File: config.mk
export PLATFORM = sky130hd
export DESIGN_NAME = fetch_unit_flat
export DESIGN_NICKNAME = d
export VERILOG_FILES = /design/src/rtl/fetch_unit_if.sv /design/src/rtl/fetch_unit.sv /design/src/flat_wrapper.sv
export SDC_FILE = /design/constraint.sdc
export NUM_CORES = 1
export LEC_CHECK = 0
export BUFFER_PORTS_ARGS = -buffer_cell sky130_fd_sc_hd__buf_2
export CELL_PAD_IN_SITES_DETAIL_PLACEMENT = 0
export CELL_PAD_IN_SITES_GLOBAL_PLACEMENT = 1
export CORE_MARGIN = 2
export CORE_UTILIZATION = 35
export DETAILED_ROUTE_END_ITERATION = 8
export GPL_TIMING_DRIVEN = 0
export PLACE_DENSITY_LB_ADDON = 0.1
export REMOVE_ABC_BUFFERS = 1
export SLEW_MARGIN = 20
export SYNTH_ARGS = -nofsm -noshare
export SYNTH_HDL_FRONTEND = slang
export SYNTH_SLANG_ARGS = --single-unit
File: constraint.sdc
create_clock -name clk -period 2.75 [get_ports clk]
set_input_delay 0.4125 -clock clk [delete_from_list [all_inputs] [get_ports clk]]
set_output_delay 0.4125 -clock clk [all_outputs]
set_load 0.01 [all_outputs]
File: src/rtl/fetch_unit_if.sv
// Instruction-memory request/acknowledge bus between the fetch stage and imem.
// The master issues the address; the slave returns one word per ack.
interface fetch_unit_if #(
    parameter int PC_W    = 8,
    parameter int INSTR_W = 16
);
    logic               imem_req;
    logic [PC_W-1:0]    imem_addr;
    logic               imem_ack;
    logic [INSTR_W-1:0] imem_rdata;

    modport master (
        output imem_req,
        output imem_addr,
        input  imem_ack,
        input  imem_rdata
    );

    modport slave (
        input  imem_req,
        input  imem_addr,
        output imem_ack,
        output imem_rdata
    );
endinterface

File: src/rtl/fetch_unit.sv
// Fetch stage with IF/ID register, one-entry skid buffer and redirect handling.
// DROP waits out a request orphaned by a redirect so the bus never sees a withdrawn request.
module fetch_unit #(
    parameter int              PC_W     = 8,
    parameter int              INSTR_W  = 16,
    parameter logic [PC_W-1:0] RESET_PC = '0
) (
    input  logic               clk,
    input  logic               reset,
    fetch_unit_if.master       imem,
    input  logic               stall,
    input  logic               redirect,
    input  logic [PC_W-1:0]    redirect_pc,
    output logic               id_valid,
    output logic [INSTR_W-1:0] id_instr,
    output logic [PC_W-1:0]    id_pc,
    output logic [PC_W-1:0]    id_pc_next
);
    typedef enum logic [1:0] {BOOT, FETCH, HOLD, DROP} state_t;

    localparam logic [PC_W-1:0] PC_ONE = {{(PC_W-1){1'b0}}, 1'b1};

    state_t             state_q, state_d;
    logic [PC_W-1:0]    pc_q;
    logic [PC_W-1:0]    drop_addr_q;
    logic               skid_valid_q;
    logic [INSTR_W-1:0] skid_instr_q;
    logic [PC_W-1:0]    skid_pc_q;

    logic free;
    logic req;
    logic id_load;
    logic skid_to_id;
    logic skid_load;
    logic bubble;
    logic pc_inc;
    logic pc_jump;
    logic drop_cap;

    assign free           = !id_valid || !stall;
    assign imem.imem_req  = req;
    assign imem.imem_addr = (state_q == DROP) ? drop_addr_q : pc_q;

    always_ff @(posedge clk or posedge reset) begin
        if (reset) begin
            state_q <= BOOT;
        end else begin
            state_q <= state_d;
        end
    end

    always_comb begin
        state_d    = state_q;
        req        = 1'b0;
        id_load    = 1'b0;
        skid_to_id = 1'b0;
        skid_load  = 1'b0;
        bubble     = 1'b0;
        pc_inc     = 1'b0;
        pc_jump    = 1'b0;
        drop_cap   = 1'b0;
        unique case (state_q)
            BOOT: begin
                state_d = FETCH;
            end
            FETCH: begin
                req = 1'b1;
                if (redirect) begin
                    pc_jump = 1'b1;
                    bubble  = 1'b1;
                    if (!imem.imem_ack) begin
                        state_d  = DROP;
                        drop_cap = 1'b1;
                    end
                end else if (imem.imem_ack) begin
                    pc_inc = 1'b1;
                    if (free) begin
                        id_load = 1'b1;
                    end else begin
                        skid_load = 1'b1;
                        state_d   = HOLD;
                    end
                end else if (free) begin
                    bubble = 1'b1;
                end
            end
            HOLD: begin
                if (redirect) begin
                    pc_jump = 1'b1;
                    bubble  = 1'b1;
                    state_d = FETCH;
                end else if (free && skid_valid_q) begin
                    skid_to_id = 1'b1;
                    state_d    = FETCH;
                end
            end
            DROP: begin
                req = 1'b1;
                if (redirect) begin
                    pc_jump = 1'b1;
                    bubble  = 1'b1;
                end
                if (imem.imem_ack) begin
                    state_d = FETCH;
                end
            end
            default: begin
                state_d = BOOT;
            end
        endcase
    end

    always_ff @(posedge clk or posedge reset) begin
        if (reset) begin
            pc_q         <= RESET_PC;
            drop_addr_q  <= RESET_PC;
            id_valid     <= 1'b0;
            id_instr     <= '0;
            id_pc        <= '0;
            id_pc_next   <= '0;
            skid_valid_q <= 1'b0;
            skid_instr_q <= '0;
            skid_pc_q    <= '0;
        end else begin
            if (pc_jump) begin
                pc_q <= redirect_pc;
            end else if (pc_inc) begin
                pc_q <= pc_q + PC_ONE;
            end
            if (drop_cap) begin
                drop_addr_q <= pc_q;
            end
            if (bubble) begin
                id_valid <= 1'b0;
            end else if (id_load) begin
                id_valid   <= 1'b1;
                id_instr   <= imem.imem_rdata;
                id_pc      <= pc_q;
                id_pc_next <= pc_q + PC_ONE;
            end else if (skid_to_id) begin
                id_valid   <= 1'b1;
                id_instr   <= skid_instr_q;
                id_pc      <= skid_pc_q;
                id_pc_next <= skid_pc_q + PC_ONE;
            end
            // Leaving HOLD by either path empties the skid.
            if (skid_load) begin
                skid_valid_q <= 1'b1;
                skid_instr_q <= imem.imem_rdata;
                skid_pc_q    <= pc_q;
            end else if (skid_to_id || (state_q == HOLD && pc_jump)) begin
                skid_valid_q <= 1'b0;
            end
        end
    end
endmodule

File: src/flat_wrapper.sv
// flat-port wrapper written by rule: the top's interface ports become plain ports
module fetch_unit_flat 
#(
    parameter int              PC_W     = 8,
    parameter int              INSTR_W  = 16,
    parameter logic [PC_W-1:0] RESET_PC = '0
)
  (clk, reset, stall, redirect, redirect_pc, id_valid, id_instr, id_pc, id_pc_next, imem_imem_req, imem_imem_addr, imem_imem_ack, imem_imem_rdata);
  fetch_unit_if #(.PC_W(PC_W), .INSTR_W(INSTR_W)) imem_i ();
  input  logic clk;
  input  logic reset;
  input  logic stall;
  input  logic redirect;
  input  logic [PC_W-1:0] redirect_pc;
  output logic id_valid;
  output logic [INSTR_W-1:0] id_instr;
  output logic [PC_W-1:0] id_pc;
  output logic [PC_W-1:0] id_pc_next;
  output wire logic [$bits(imem_i.imem_req)-1:0] imem_imem_req;
  output wire logic [$bits(imem_i.imem_addr)-1:0] imem_imem_addr;
  input wire logic [$bits(imem_i.imem_ack)-1:0] imem_imem_ack;
  input wire logic [$bits(imem_i.imem_rdata)-1:0] imem_imem_rdata;
  assign imem_imem_req = imem_i.imem_req;
  assign imem_imem_addr = imem_i.imem_addr;
  assign imem_i.imem_ack = imem_imem_ack;
  assign imem_i.imem_rdata = imem_imem_rdata;
  fetch_unit #(.PC_W(PC_W), .INSTR_W(INSTR_W), .RESET_PC(RESET_PC)) u_core (.clk(clk), .reset(reset), .imem(imem_i), .stall(stall), .redirect(redirect), .redirect_pc(redirect_pc), .id_valid(id_valid), .id_instr(id_instr), .id_pc(id_pc), .id_pc_next(id_pc_next));
endmodule
# [Yosys cells after proc, flatten, opt, wreduce, memory -nomap -nowiden]
# Index checks and enable logic that the tools add are counted.
[totals] register_bits=76 in_bits=29 out_inout_bits=42 word_cells=82
[classes] n_addsub=2 eq_ne=8 muxes=45 bitwise=1 reduce_logical=16
[op_table] op="8-bit two-way mux" n=7
[op_table] op="16-bit two-way mux" n=2
[op_table] op="1-bit two-way mux" n=27
[op_table] op="8-bit by 1-bit adder with 8-bit output (second input constant)" n=2
[op_table] op="2-bit two-way mux" n=7
[op_table] op="3-bit != test (second input constant)" n=3
[op_table] op="2-bit one-hot mux with 4 select lines" n=1
[op_table] op="2-bit nonzero test" n=3
[op_table] op="5-bit AND reduction" n=1
[op_table] op="2-bit == test (second input constant)" n=2
[op_table] op="2-bit OR reduction" n=2
[op_table] op="3-bit by 2-bit != test with 1-bit output (second input constant)" n=1
[op_table] op="3-bit nonzero test" n=1
[op_table] op="3-bit OR reduction" n=1
[op_table] op="2-bit by 1-bit == test with 1-bit output (second input constant)" n=1
[op_table] op="1-bit logical AND" n=2
[op_table] op="1-bit zero test" n=2
[op_table] op="2-bit zero test" n=1
[op_table] op="1-bit logical OR" n=2
[op_table] op="2-bit != test (second input constant)" n=1
[op_table] op="1-bit one-hot mux with 2 select lines" n=1
[op_table] op="2-bit AND reduction" n=1
[op_table] op="1-bit NOT" n=1

# [Depth between registers and ports, before layout]
[depth] word_depth=9 depth_mapped=7 depth_no_buf=5

# [Least setup slack after synthesis]
# No wires, ideal clock.
[synth_timing] path_kind="input to register" startpoint="in redirect" endpoint="reg u_core.skid_instr_q[0]" setup_ps=125 t_arrival_ps=1546 t_required_ps=2625 setup_slack_ps=1079 cell_stages=5 n_path_buf=2 path_cell_list="buf_2 -> nand4bb_1 -> nor2_2 -> buf_4 -> mux2_2"
[synth_via] elab_chain_cells=2
[synth_lines] item="start, declared" line_no="flat_wrapper.sv:13" source="input logic redirect;"
[synth_lines] item="1-bit two-way mux" line_no="fetch_unit.sv:68" source="if (redirect) begin"
[synth_lines] item="1-bit two-way mux" line_no="fetch_unit.sv:62" source="unique case (state_q)"
[synth_lines] item="end signal, assigned" line_no="fetch_unit.sv:149" source="skid_instr_q <= imem.imem_rdata;"
[synth_lines] item="end, declared" line_no="fetch_unit.sv:27" source="logic [INSTR_W-1:0] skid_instr_q;"
# No other way between the ends.
# A chain may end at the register's enable or synchronous reset.

# [Worst setup path after layout]
[layout_timing] startpoint="reg u_core.state_q[1]" endpoint="reg u_core.id_pc[0]"
[layout_via] elab_chain_cells=5 word_cells_on_any_way=11 classes_between="eq/ne (3); mux (4); bitwise (1); reduce/logical (3)"
[layout_lines] item="start, declared" line_no="fetch_unit.sv:23" source="state_t state_q, state_d;"
[layout_lines] item="start signal, assigned" line_no="fetch_unit.sv:48" source="state_q <= state_d;"
[layout_lines] item="2-bit == test" line_no="fetch_unit.sv:62"
[layout_lines] item="2-bit OR reduction (no source line)"
[layout_lines] item="1-bit one-hot mux with 2 select lines" line_no="fetch_unit.sv:62"
[layout_lines] item="1-bit NOT (no source line)"
[layout_lines] item="2-bit AND reduction (no source line)"
[layout_lines] item="end signal, assigned" line_no="fetch_unit.sv:138" source="id_pc <= pc_q;"
[layout_lines] item="end signal, assigned" line_no="fetch_unit.sv:143" source="id_pc <= skid_pc_q;"
[layout_lines] item="end, declared" line_no="fetch_unit.sv:16" source="output logic [PC_W-1:0] id_pc,"
# Several ways; a longest one is shown, not always the timed one.

==> impl_metrics.json <==
{
  "end_kind": "flip-flop",
  "ioPinCount": 71,
  "fmax_mhz": 427.4,
  "p_clk_share_pct": 27.9,
  "required_ns": 3.04,
  "regArea_mm2": 0.001902,
  "finalPower_mw": 3.715,
  "synth-async-reset-ratio_pct": 100.0,
  "ys_ff_latch": 76,
  "drtIter0Drc": 99,
  "place_hpwl_mm": 5.297,
  "die_area_mm2": 0.01112,
  "clk_pin_slew_ns": 0.08,
  "path_max_fanout": 33,
  "vias_per_cell": 4.872,
  "min_period_over_period_pct": 85.08,
  "vias": 2553,
  "synth_ff_type": "dfrtp_1",
  "ant_nets": 0,
  "syn2layout_area_growth_pct": 20.53,
  "fin_cells": 524,
  "cts_setup_buffers": 0,
  "syn_area_per_cell_um2": 11.19,
  "crit_arrival_ns": 2.63,
  "synth_cell_types": 44,
  "fin_setup_tns_ns": 0,
  "core_mm2": 0.01014,
  "drc": 0,
  "cts_buffers": 9,
  "synthMuxAreaShare_pct": 19.80,
  "start_util_pct": 35.53,
  "vdd_ir_drop_max_mv": 0.3486,
  "synth_warnings": 0,
  "cts_root_buf": "clkbuf_8",
  "track_usage_pct": 15.25,
  "gp_congestion": 0.7202,
  "hold_viol": 0,
  "setup_viol_count_final": 0,
  "p_int_mw": 2.586,
  "wire_per_inst_um": 15.00,
  "synthSimpleGateAreaFrac_pct": 10.28,
  "drt_pass1_iterations": 4,
  "placed_area_mm2": 0.004103,
  "period_minus_slack_ns": 2.340,
  "syn_area_mm2": 0.003602,
  "multiInputGateArea_mm2": 0.001584,
  "cts_tree": "yes",
  "die_h_um": 105.5,
  "n_antenna_cell": 0,
  "rsz0062_at_grt": "no",
  "yosys-top-cells-area": "dfrtp_1, mux2_2, mux2i_1",
  "swShare_pct": 30.40,
  "synth_sequential_area_ratio_pct": 52.80,
  "grt.overflow.total": 0,
  "design_area_mm2": 0.004342,
  "final_nets": 415,
  "synth_edf_count": 0,
  "num_rows": 37,
  "die_w_um": 105.5,
  "status": "finished, final reports clean",
  "synthXorXnorAreaFrac_pct": 1.945,
  "wl_mm": 7.859,
  "grt_max_degree": 45,
  "maxCapViolations": 0,
  "clockBufferDepth": 2,
  "clock_sinks": 76,
  "synth_fa_ha_area_share_pct": 0.6947,
  "drive_gt1_share_pct": 34.79,
  "place_inst": 509,
  "pwr-share-comb_pct": 26.3,
  "slew_viol_final": 0,
  "crit_path_start_kind": "flip-flop",
  "power.switching_mw": 1.129,
  "worst_slew_pin_slew_ns": 0.9594,
  "clk_latency_ns": 0.35,
  "num-fill-cells": 1003,
  "first_global_vias": 2502,
  "clock_skew_ns": 0.007292,
  "hp-class": "in -> async",
  "hold_buffers": 0,
  "yosysTopAreaCell": "dfrtp_1",
  "io_buffers": 70,
  "slew_headroom_pct": 35.82,
  "synthDominantCellAreaShare_pct": 52.80,
  "p_per_area_mw_per_mm2": 855.7,
  "htreeDepth": 3,
  "synth_top_family_by_area": "multiplexers",
  "grt_pass1_wl_mm": 13.34,
  "cts-resized-gates": 0,
  "power_frac_seq_pct": 45.8,
  "power_leakage_nw": 2.109,
  "synth-compound-area-share_pct": 11.08,
  "synthesis.instances": 322,
  "grt_antenna_before_repair": 0,
  "worst-setup-path-type": "reg -> reg"
}
## critical path, cell delays in order (launching register included)
cell and delay [ns]:
dfrtp_1 0.51, and4bb_4 0.45, nand2_2 0.55, o21ai_0 0.53, mux2_2 0.22
## power by group through the flow
stage	combinational [mW]	clock [mW]	sequential, mW
after floorplan	0.554	0	1.77
after global placement	0.973	0	1.72
after detailed placement	0.998	0	1.73
after CTS	1.00	1.06	1.71
after global routing	1.10	1.11	1.76
final	0.977	1.04	1.70
## worst paths after layout
kind | slack [ns] | startpoint | endpoint | cells past startpoint
setup / recovery | 0.41 | u_core.state_q[1] | u_core.id_pc[0] | 4
hold / removal | 0.07 | reset | u_core.skid_instr_q[7] | 2
setup reg to reg | 0.41 | u_core.state_q[1] | u_core.id_pc[0] | 4
hold reg to reg | 0.47 | u_core.id_pc[5] | u_core.id_pc[5] | 2
max in group asynchronous | 2.10 | reset | u_core.drop_addr_q[5] | 3
min in group clk | 0.30 | redirect_pc[3] | u_core.pc_q[3] | 2
## flip-flops by register name, indices dropped and copies added, names as in the netlist
name,flops
u_core.drop_addr_q,8
u_core.pc_q,8
u_core.id_instr,16
u_core.skid_valid_q,1
u_core.state_q,2
u_core.skid_pc_q,8
u_core.skid_instr_q,16
u_core.id_pc_next,8
u_core.id_pc,8
u_core.id_valid,1
## metal layers
metal,vias up,part of all wire [%],global-route usage [%],wire length (um)
met5,-,0,0,0
met4,0,1.7,6.857,134
met3,10,3.1,2.597,240
met2,42,45,22.21,3500
met1,1232,51,22.13,3983
li1,1269,-,-,-
## metrics by stage
step           utilization, %  worst slack (ns)  hold WS, ns
2_1_floorplan               -            0.3992       0.4767
3_3_place_gp            39.64           -0.7619       0.4552
3_5_place_dp            40.47            0.3772       0.4646
4_1_cts                 42.82            0.3744      0.07861
5_1_grt                 42.82            0.2104      0.09193
6_report                42.82            0.4102      0.06749
## layout make-up
class                   count  area share [%]
clock buffers              11           3.256
clock inverters             4           2.248
inverters                   5          0.4899
multi-input cells         219           36.48
flip-flops and latches     76           43.80
well taps                 136           3.919
repair buffers             73           9.798
## cell usage after synthesis, types with 3 or more instances
master    count
xor2_1        4
buf_4         3
nor2b_1       3
mux2i_1      24
o21ai_0      37
clkbuf_1     11
buf_2         8
xnor2_1       4
nand2_1      43
o22ai_1       3
nor2_1        3
dfrtp_1      76
mux2_2       42
a21oi_1       4
o21a_1        3
a22oi_1       4
nor3_1        9
inv_1         5
nand3_1       6
## placed cells by master, fill, tap and decap left out, types with 2 or more instances in the layout
cell type / count
dfrtp_1: 76
buf_2: 70
nand2_1: 43
mux2_2: 42
o21ai_0: 37
mux2i_1: 24
clkbuf_8: 10
nor3_1: 9
nand3_1: 6
inv_1: 4
xnor2_1: 4
xor2_1: 4
a22oi_1: 4
a21oi_1: 4
o21a_1: 3
nor2_1: 3
nor2b_1: 3
o22ai_1: 3
bufinv_16: 3
a21o_1: 2
nand3b_1: 2
o21bai_1: 2
ha_1: 2
buf_16: 2
## kinds of logic (layout without fill, tap and decap cells)
family,count (synthesis),after routing
adders and majority gates,2,2
muxes,66,66
AOI/OAI and AO/OA,66,66
buffers and inverters,27,93
and+or+nand+nor,77,77
DFF,76,76
xor gates and xnor gates,8,8
Power figures use the tool's default switching activity.
